==> src/rtl/usb_dev_dpdm_if.sv <==
// rtl/usb_dev_dpdm_if.sv - DP/DM line, receive and transmit signals of the device transceiver
interface usb_dev_dpdm_if #(
    parameter int LEN_W = 7
);
    logic             dp_r;
    logic             dm_r;
    logic             dp_w;
    logic             dm_w;
    logic             oe;
    logic             rx_bit;
    logic             rx_valid;
    logic             rx_done;
    logic             rx_err;
    logic             tx_start;
    logic [LEN_W-1:0] tx_len;
    logic             tx_bit;
    logic             tx_bit_req;
    logic             tx_busy;
    logic             tx_done;

    modport slave (
        input  dp_r, dm_r, tx_start, tx_len, tx_bit,
        output dp_w, dm_w, oe, rx_bit, rx_valid, rx_done, rx_err,
               tx_bit_req, tx_busy, tx_done
    );

    modport master (
        output dp_r, dm_r, tx_start, tx_len, tx_bit,
        input  dp_w, dm_w, oe, rx_bit, rx_valid, rx_done, rx_err,
               tx_bit_req, tx_busy, tx_done
    );
endinterface

==> src/rtl/usb_dev_dpdm.sv <==
// rtl/usb_dev_dpdm.sv - half-duplex device DP/DM transceiver; DPDM_STUFF_CHECK_EN adds the RX bit-stuff check
module usb_dev_dpdm #(
    parameter int LEN_W   = 7,
    parameter int EOP_SE0 = 2
) (
    input  logic          clk,
    input  logic          rst,
    usb_dev_dpdm_if.slave bus
);
    typedef enum logic [2:0] {
        IDLE, RX_DATA, RX_EOP, TX_SYNC, TX_DATA, TX_EOP, TX_J
    } state_t;

    state_t           state, next_state;
    logic [2:0]       sync_cnt, sync_nxt, ph_cnt, se0_cnt;
    logic [LEN_W-1:0] pay_cnt;
    logic             tx_busy_q;
    logic             is_j, is_k, is_se0, is_se1;
    logic             sync_k_exp, sync_match, sync_hit, tx_accept, stuff_viol, next_tx;

    assign is_j   =  bus.dp_r & ~bus.dm_r;
    assign is_k   = ~bus.dp_r &  bus.dm_r;
    assign is_se0 = ~bus.dp_r & ~bus.dm_r;
    assign is_se1 =  bus.dp_r &  bus.dm_r;

    // SYNC is K J K J K J K K: K on even positions and on the last one
    assign sync_k_exp = ~sync_cnt[0] | (sync_cnt == 3'd7);
    assign sync_match = sync_k_exp ? is_k : is_j;
    assign sync_hit   = sync_match && (sync_cnt == 3'd7);
    assign sync_nxt   = sync_match ? sync_cnt + 3'd1 : {2'b00, is_k};
    assign tx_accept  = bus.tx_start && (sync_cnt == 3'd0) && (bus.tx_len != '0) && !sync_hit;
    assign next_tx    = next_state inside {TX_SYNC, TX_DATA, TX_EOP, TX_J};

`ifdef DPDM_STUFF_CHECK_EN
    logic [2:0] run_cnt, run_now;
    logic       run_lvl;

    assign run_now    = (run_cnt == 3'd0 || bus.dp_r != run_lvl) ? 3'd1 : run_cnt + 3'd1;
    assign stuff_viol = (is_j || is_k) && (run_now == 3'd7);

    always_ff @(posedge clk) begin
        if (rst || state != RX_DATA) begin
            run_cnt <= 3'd0;
            run_lvl <= 1'b0;
        end else begin
            run_cnt <= run_now;
            run_lvl <= bus.dp_r;
        end
    end
`else
    assign stuff_viol = 1'b0;
`endif

    always_ff @(posedge clk) begin
        if (rst) state <= IDLE;
        else     state <= next_state;
    end

    always_comb begin
        next_state = state;
        case (state)
            IDLE:    if (sync_hit) next_state = RX_DATA;
                     else if (tx_accept) next_state = TX_SYNC;
            RX_DATA: if (is_se1 || stuff_viol) next_state = IDLE;
                     else if (is_se0) next_state = RX_EOP;
            RX_EOP:  if (!is_se0 || se0_cnt == 3'd6) next_state = IDLE;
            TX_SYNC: if (ph_cnt == 3'd7) next_state = TX_DATA;
            TX_DATA: if (pay_cnt == LEN_W'(1)) next_state = TX_EOP;
            TX_EOP:  if (ph_cnt == 3'(EOP_SE0 - 1)) next_state = TX_J;
            TX_J:    next_state = IDLE;
            default: next_state = IDLE;
        endcase
    end

    // sync hunting only runs while idle; any other state keeps it at zero
    always_ff @(posedge clk) begin
        if (rst) begin
            sync_cnt  <= 3'd0;
            ph_cnt    <= 3'd0;
            se0_cnt   <= 3'd0;
            pay_cnt   <= '0;
            tx_busy_q <= 1'b0;
        end else begin
            sync_cnt  <= (state == IDLE && next_state == IDLE) ? sync_nxt : 3'd0;
            ph_cnt    <= (state == next_state) ? ph_cnt + 3'd1 : 3'd0;
            se0_cnt   <= (state == RX_EOP && next_state == RX_EOP) ? se0_cnt + 3'd1 : 3'd0;
            tx_busy_q <= next_tx;
            if (state == IDLE && next_state == TX_SYNC) pay_cnt <= bus.tx_len;
            else if (state == TX_DATA)                  pay_cnt <= pay_cnt - LEN_W'(1);
        end
    end

    always_comb begin
        bus.dp_w       = 1'b1;
        bus.dm_w       = 1'b0;
        bus.oe         = 1'b0;
        bus.rx_bit     = bus.dp_r;
        bus.rx_valid   = 1'b0;
        bus.rx_done    = 1'b0;
        bus.rx_err     = 1'b0;
        bus.tx_bit_req = 1'b0;
        bus.tx_busy    = tx_busy_q;
        bus.tx_done    = 1'b0;
        case (state)
            RX_DATA: begin
                bus.rx_valid = (is_j || is_k) && !stuff_viol;
                bus.rx_err   = is_se1 || stuff_viol;
            end
            RX_EOP: begin
                bus.rx_done = is_j;
                bus.rx_err  = is_k || is_se1 || (is_se0 && se0_cnt == 3'd6);
            end
            TX_SYNC: begin
                bus.oe   = 1'b1;
                bus.dp_w = ~(~ph_cnt[0] | (ph_cnt == 3'd7));
                bus.dm_w =  (~ph_cnt[0] | (ph_cnt == 3'd7));
            end
            TX_DATA: begin
                bus.oe         = 1'b1;
                bus.tx_bit_req = 1'b1;
                bus.dp_w       = bus.tx_bit;
                bus.dm_w       = ~bus.tx_bit;
            end
            TX_EOP: begin
                bus.oe   = 1'b1;
                bus.dp_w = 1'b0;
            end
            TX_J: begin
                bus.oe      = 1'b1;
                bus.tx_done = 1'b1;
            end
            default: ;
        endcase
        if (bus.oe) bus.rx_bit = 1'b0;
    end
endmodule

==> src/flat_wrapper.sv <==
// flat-port wrapper written by rule: the top's interface ports become plain ports
module usb_dev_dpdm_flat 
#(
    parameter int LEN_W   = 7,
    parameter int EOP_SE0 = 2
)
  (clk, rst, bus_dp_r, bus_dm_r, bus_tx_start, bus_tx_len, bus_tx_bit, bus_dp_w, bus_dm_w, bus_oe, bus_rx_bit, bus_rx_valid, bus_rx_done, bus_rx_err, bus_tx_bit_req, bus_tx_busy, bus_tx_done);
  usb_dev_dpdm_if #(.LEN_W(LEN_W)) bus_i ();
  input  logic clk;
  input  logic rst;
  input wire logic [$bits(bus_i.dp_r)-1:0] bus_dp_r;
  input wire logic [$bits(bus_i.dm_r)-1:0] bus_dm_r;
  input wire logic [$bits(bus_i.tx_start)-1:0] bus_tx_start;
  input wire logic [$bits(bus_i.tx_len)-1:0] bus_tx_len;
  input wire logic [$bits(bus_i.tx_bit)-1:0] bus_tx_bit;
  output wire logic [$bits(bus_i.dp_w)-1:0] bus_dp_w;
  output wire logic [$bits(bus_i.dm_w)-1:0] bus_dm_w;
  output wire logic [$bits(bus_i.oe)-1:0] bus_oe;
  output wire logic [$bits(bus_i.rx_bit)-1:0] bus_rx_bit;
  output wire logic [$bits(bus_i.rx_valid)-1:0] bus_rx_valid;
  output wire logic [$bits(bus_i.rx_done)-1:0] bus_rx_done;
  output wire logic [$bits(bus_i.rx_err)-1:0] bus_rx_err;
  output wire logic [$bits(bus_i.tx_bit_req)-1:0] bus_tx_bit_req;
  output wire logic [$bits(bus_i.tx_busy)-1:0] bus_tx_busy;
  output wire logic [$bits(bus_i.tx_done)-1:0] bus_tx_done;
  assign bus_i.dp_r = bus_dp_r;
  assign bus_i.dm_r = bus_dm_r;
  assign bus_i.tx_start = bus_tx_start;
  assign bus_i.tx_len = bus_tx_len;
  assign bus_i.tx_bit = bus_tx_bit;
  assign bus_dp_w = bus_i.dp_w;
  assign bus_dm_w = bus_i.dm_w;
  assign bus_oe = bus_i.oe;
  assign bus_rx_bit = bus_i.rx_bit;
  assign bus_rx_valid = bus_i.rx_valid;
  assign bus_rx_done = bus_i.rx_done;
  assign bus_rx_err = bus_i.rx_err;
  assign bus_tx_bit_req = bus_i.tx_bit_req;
  assign bus_tx_busy = bus_i.tx_busy;
  assign bus_tx_done = bus_i.tx_done;
  usb_dev_dpdm #(.LEN_W(LEN_W), .EOP_SE0(EOP_SE0)) u_core (.clk(clk), .rst(rst), .bus(bus_i));
endmodule
==> config.mk <==
export PLATFORM = sky130hd
export DESIGN_NAME = usb_dev_dpdm_flat
export DESIGN_NICKNAME = d
export VERILOG_FILES = /design/src/rtl/usb_dev_dpdm_if.sv /design/src/rtl/usb_dev_dpdm.sv /design/src/flat_wrapper.sv
export SDC_FILE = /design/constraint.sdc
export NUM_CORES = 1
export LEC_CHECK = 0
export BUFFER_PORTS_ARGS = -buffer_cell sky130_fd_sc_hd__buf_2
export CAP_MARGIN = 15
export CORE_UTILIZATION = 49
export CTS_BUF_LIST = sky130_fd_sc_hd__clkbuf_16
export DETAILED_ROUTE_END_ITERATION = 12
export PLACE_DENSITY = 0.74
export SETUP_SLACK_MARGIN = 0.02
export SLEW_MARGIN = 40
export SYNTH_ARGS = -nofsm -noshare
export SYNTH_HDL_FRONTEND = slang
export SYNTH_SLANG_ARGS = --single-unit
export TNS_END_PERCENT = 30
==> constraint.sdc <==
create_clock -name clk -period 2 [get_ports clk]
set_clock_uncertainty 0.1 [all_clocks]
set_input_delay 0.1 -clock clk [delete_from_list [all_inputs] [get_ports clk]]
set_output_delay 0.1 -clock clk [all_outputs]
set_load 0.01 [all_outputs]
### Word level (Yosys, flattened, before mapping)

Cells that the tools add are included.

* add/sub/neg operators: 4
* eq/ne operators: 17
* mux-type cells: 22
* bitwise gates (word level): 16
* reductions and logical operators: 25

Operators by type and width (count)
* $eq 3x3->1 const B: 9
* $mux 3: 8
* $pmux 3 s6: 1
* $mux 7: 2
* $eq 3x2->1 const B: 4
* $not 1->1: 10
* $add 3x1->3 const B: 3
* $logic_not 3->1: 3
* $logic_and 1x1->1: 8
* $mux 1: 8
* $eq 7x1->1 const B: 1
* $reduce_bool 7->1: 1
* $sub 7x1->7 const B: 1
* $eq 3x1->1 const B: 2
* $reduce_or 2->1: 3
* $and 1x1->1: 4
* $logic_or 1x1->1: 4
* $pmux 1 s2: 2
* $reduce_bool 4->1: 1
* $reduce_or 4->1: 1
* $eq 3x3->1: 1
* $pmux 1 s3: 1
* $reduce_or 3->1: 1
* $logic_not 1->1: 2
* 2 further kinds: 3

* register bits: 20
* bits of input ports: 13
* output and inout bits: 10
* word-level logic and storage cells: 91

### Longest topological paths before layout

* depth in word-level cells: 13
* mapped depth: 7
* gate-level depth less buffers: 7

### Worst setup path before layout

No wires, ideal clock.

* kind: register to register
* start: register u_core.sync_cnt[0]
* end: register u_core.sync_cnt[0]
* setup time: 0.064 ns
* data arrival time: 1.815 ns
* data required time: 1.836 ns
* slack: 0.021 ns
* cell stages (with the launch flop): 8
* buffers on the path: 0
* period minus slack after synthesis: 1.979 ns
* path through: dfxtp_1 -> ha_1 -> ha_1 -> nand2_1 -> o22ai_1 -> a211o_1 -> or4_4 -> nor2_1

* word-level cells in the longest chain between the ends: 13
* elaborated cells between the ends (all ways): 19
* classes of those cells: add/sub (1); eq/ne (1); mux (5); bitwise (3); reduce/logical (9)

Ends and longest elaborated chain
* start: declaration: RTL line usb_dev_dpdm.sv:15 `logic [2:0] sync_cnt, sync_nxt, ph_cnt, se0_cnt;`
* start signal: assignment: RTL line usb_dev_dpdm.sv:84 `sync_cnt <= (state == IDLE && next_state == IDLE) ? sync_nxt : 3'd0;`
* $eq 3x3->1 / $not 1->1 (equally long branches): RTL line usb_dev_dpdm.sv:27, usb_dev_dpdm.sv:29
* $or 1x1->1: RTL line usb_dev_dpdm.sv:27 `assign sync_k_exp = ~sync_cnt[0] | (sync_cnt == 3'd7);`
* $mux 1: RTL line usb_dev_dpdm.sv:28 `assign sync_match = sync_k_exp ? is_k : is_j;`
* $logic_and 1x1->1: RTL line usb_dev_dpdm.sv:29 `assign sync_hit = sync_match && (sync_cnt == 3'd7);`
* $logic_not 1->1: RTL line usb_dev_dpdm.sv:31 `assign tx_accept = bus.tx_start && (sync_cnt == 3'd0) && (bus.tx_len != '0) && !sync_hit;`
* $logic_and 1x1->1: RTL line usb_dev_dpdm.sv:31
* $mux 3: RTL line usb_dev_dpdm.sv:63 `else if (tx_accept) next_state = TX_SYNC;`
* $mux 3: RTL line usb_dev_dpdm.sv:62 `IDLE: if (sync_hit) next_state = RX_DATA;`
* $pmux 3 s6: RTL line usb_dev_dpdm.sv:61 `case (state)`
* $logic_not 3->1: RTL line usb_dev_dpdm.sv:84
* $logic_and 1x1->1: RTL line usb_dev_dpdm.sv:84
* $not 1->1 (no line)
* $reduce_or 2->1 (no line)

Several ways; a longest one is shown, not always the timed one.
A chain may end at the register's enable or synchronous reset.

### Worst setup path after layout

* start: register u_core.sync_cnt[0]
* end: register u_core.sync_cnt[2]

* word-level cells in the longest chain between the ends: 13
* elaborated cells between the ends (all ways): 19
* classes of those cells: add/sub (1); eq/ne (1); mux (4); bitwise (4); reduce/logical (9)

Ends and longest elaborated chain (RTL line)
* $eq 3x3->1 / $not 1->1 (equally long branches): usb_dev_dpdm.sv:27, usb_dev_dpdm.sv:29
* $or 1x1->1: usb_dev_dpdm.sv:27
* $mux 1: usb_dev_dpdm.sv:28
* $logic_and 1x1->1: usb_dev_dpdm.sv:29
* $logic_not 1->1: usb_dev_dpdm.sv:31
* $logic_and 1x1->1: usb_dev_dpdm.sv:31
* $mux 3: usb_dev_dpdm.sv:63
* $mux 3: usb_dev_dpdm.sv:62
* $pmux 3 s6: usb_dev_dpdm.sv:61
* $logic_not 3->1: usb_dev_dpdm.sv:84
* $logic_and 1x1->1: usb_dev_dpdm.sv:84
* $not 1->1 (no line)
* $reduce_or 3->1 (no line)

Several ways; a longest one is shown, not always the timed one.

==> impl_metrics.toml <==
[worst_setup_path]
crit_end = "u_core.sync_cnt[2]"
worstSetupStartpoint = "u_core.sync_cnt[0]"
cp.required_ns = 2.09
reg2reg_from = "u_core.sync_cnt[0]"
rrSetupSlack_ns = 0.02
path_max_fanout = 4
start_kind = "register"
reg2reg_depth = 7
end_kind = "register"
critical_path_class = "register to register"
r2r_end = "u_core.sync_cnt[2]"
worst_ep_arrival_time_ns = 2.07

[worst_hold_path]
worstHoldStart = "bus_tx_len[1]"
hp-class = "primary input to register"

[yosys]
yosysWarnings = 0
synth_fp_nets = 184
synth_area_leaders = "dfxtp_1, ha_1, nor2_1, a211oi_1, nand2_1"
synth_top_area_cell = "dfxtp_1"
syn_area_per_cell_um2 = 8.24
yosysTopAreaCellShare = 0.309
synth_commonest_cells = "nor2_1, dfxtp_1, ha_1"
ys_ff_latch = 20
synth_flop_cell = "dfxtp_1"
synthMostInstantiatedCell = "nor2_1"
synth_edf_count = 0
synthArstFlopShare = 0
syn-instance-count = 157
synth_cell_types = 39
ys_seq_area_frac = 0.309
synth_area_mm2 = 0.00129

[global_routing]
grt_usage = 0.240
grt_overflow = 0
grt_max_degree = 16
antenna_found_initial = 0
grt_first_pass_wirelength_um = 4890
grt_pass1_vias = 1143

[routing]
routedWlPerCell_um = 14.7
ant_nets = 0
vias = 1234
drtIter0Drc = 22
routed_via_density = 5.56
wirelength_um = 3270
drc = 0
dr.pass1.iters = 4

[power_and_ir_drop]
cellPowerDensity_mw_per_mm2 = 766
ir_worst_vdd_mv = 0.539
p_leak_nw = 0.754
total_power_mw = 1.30

[clocking]
cts_buffer_depth = 2
cts.sinks = 20
path_clk_slew_ns = 0.06
cts-root-buf = "clkbuf_16"
cts_tree = "built"
htree_num_levels = 1
cts_buffers = 3
insertion_delay_ns = 0.26

[finish]
n_antenna_cell = 0
fin_nets = 220
fin_util = 0.686
fin_area_mm2 = 0.00170
n_fill_cell = 202
layout-drive-gt1-share = 0.313
area_growth_pct = 31.4

[timing]
drv_slew = 0
setup_viol = 0
max_slew_margin = 0.694
fin_crit_ns = 1.98
worst_pin_slew_ns = 0.458
fmax_ghz = 0.506
fin_crit_sh = 0.988
hold_violations = 0
rsz0062_at_grt = "true"
finalSetupTns_ns = 0
hold_ws_ns = 0.00225

[die]
dieWidth_um = 53.4
placementRows = 18
fp.coreArea_mm2 = 0.00248
die_area_mm2 = 0.00285
io-pin-count = 23
fp.dieH_um = 53.4
start_util = 0.522

[flow_run]
maxCapViolations = 0

[outcome]
status = "finished clean"

[placed_design]
place_congestion = 0.876
placed_area_mm2 = 0.00152
dpl.hpwl_um = 2280
portBuffers = 22
## worst min path at each step
stage	endpoint	slack, ns	cells past startpoint
floorplan	u_core.state[1]	0.07	1
global placement	u_core.pay_cnt[1]	0.26	3
detailed placement	u_core.pay_cnt[1]	0.27	3
CTS	u_core.pay_cnt[1]	0.005	3
global route	u_core.pay_cnt[1]	0.02	3
finish	u_core.pay_cnt[1]	0.002	3
## worst max-delay path, stage by stage, from the launching register on
cell and delay (ns):
dfxtp_2 0.35, inv_2 0.06, ha_4 0.15, nor4bb_4 0.16
o211a_1 0.14, a211o_1 0.30, or4_4 0.53, nor2_2 0.12
## final cells by class
class | count | area, um^2 | area share
sequential | 20 | 407 | 0.239
tap | 30 | 37.5 | 0.0221
multi-input combinational | 120 | 883 | 0.519
clock inverter | 1 | 30.0 | 0.0177
timing repair buffer | 37 | 226 | 0.133
clock buffer | 3 | 75.1 | 0.0442
inverter | 11 | 41.3 | 0.0243
## logic make-up (layout without fill, tap and decap cells)
group,count (synthesis),count (layout),share of synthesized area
DFF,20,20,0.309
adders and majority gates,14,14,0.135
and+or+nand+nor,70,70,0.285
AOI/OAI and AO/OA,29,29,0.172
muxes,1,1,0.00774
buffers and inverters,17,52,0.0493
xor gates and xnor gates,6,6,0.0406
## flip-flops by register name, indices dropped and copies added, names as in the netlist
register / cells
u_core.ph_cnt: 3
u_core.se0_cnt: 3
u_core.pay_cnt: 7
u_core.state: 3
u_core.sync_cnt: 3
u_core.bus.tx_busy: 1
## metal layers
metal	routed length [um]	part of all wire	track usage
met1	1470	0.45	0.283
met2	1630	0.50	0.423
met3	95	0.029	0.0259
met4	73	0.022	0.114
met5	0	0	0
## what timing repair did
| action | CTS | global route |
|---|---|---|
| endpoints found under the setup margin | 7 | 12 |
| resized for setup | 4 | 15 |
| hold buffers | 0 | 0 |
| pin swaps | 3 | 5 |
| buffers inserted | 2 | 0 |
| hold endpoints to repair | 0 | 0 |
## placed cells by master, fill, tap and decap left out, drive strengths merged, types with 2 or more instances in the layout
cell,synthesis,final
buf,0,37
o21ai,4,4
and4b,2,2
nand2b,2,2
and3,2,2
inv,11,11
or4,2,2
nor2b,4,4
nor4bb,2,2
dfxtp,20,20
xnor2,4,4
nor3,5,5
ha,14,14
a21oi,4,4
a211oi,7,7
clkbuf,6,3
nand3b,2,2
or3,2,2
nand3,5,5
nand2,13,13
nor2,25,25
xor2,2,2
nor3b,3,3
## per-stage QoR
step,std cells,setup WS (ns)
after floorplan,157,0.0211
after global placement,216,-0.000852
after detailed placement,216,-0.0488
after CTS,222,0.0199
after global routing,222,-0.0374
final,222,0.0232
## where the power goes
part / internal [mW] / switching (mW)
registers: 0.431 / 0.0362
logic: 0.135 / 0.144
clock network: 0.397 / 0.159
total: 0.963 / 0.339
(Power assumes the default switching activity.)
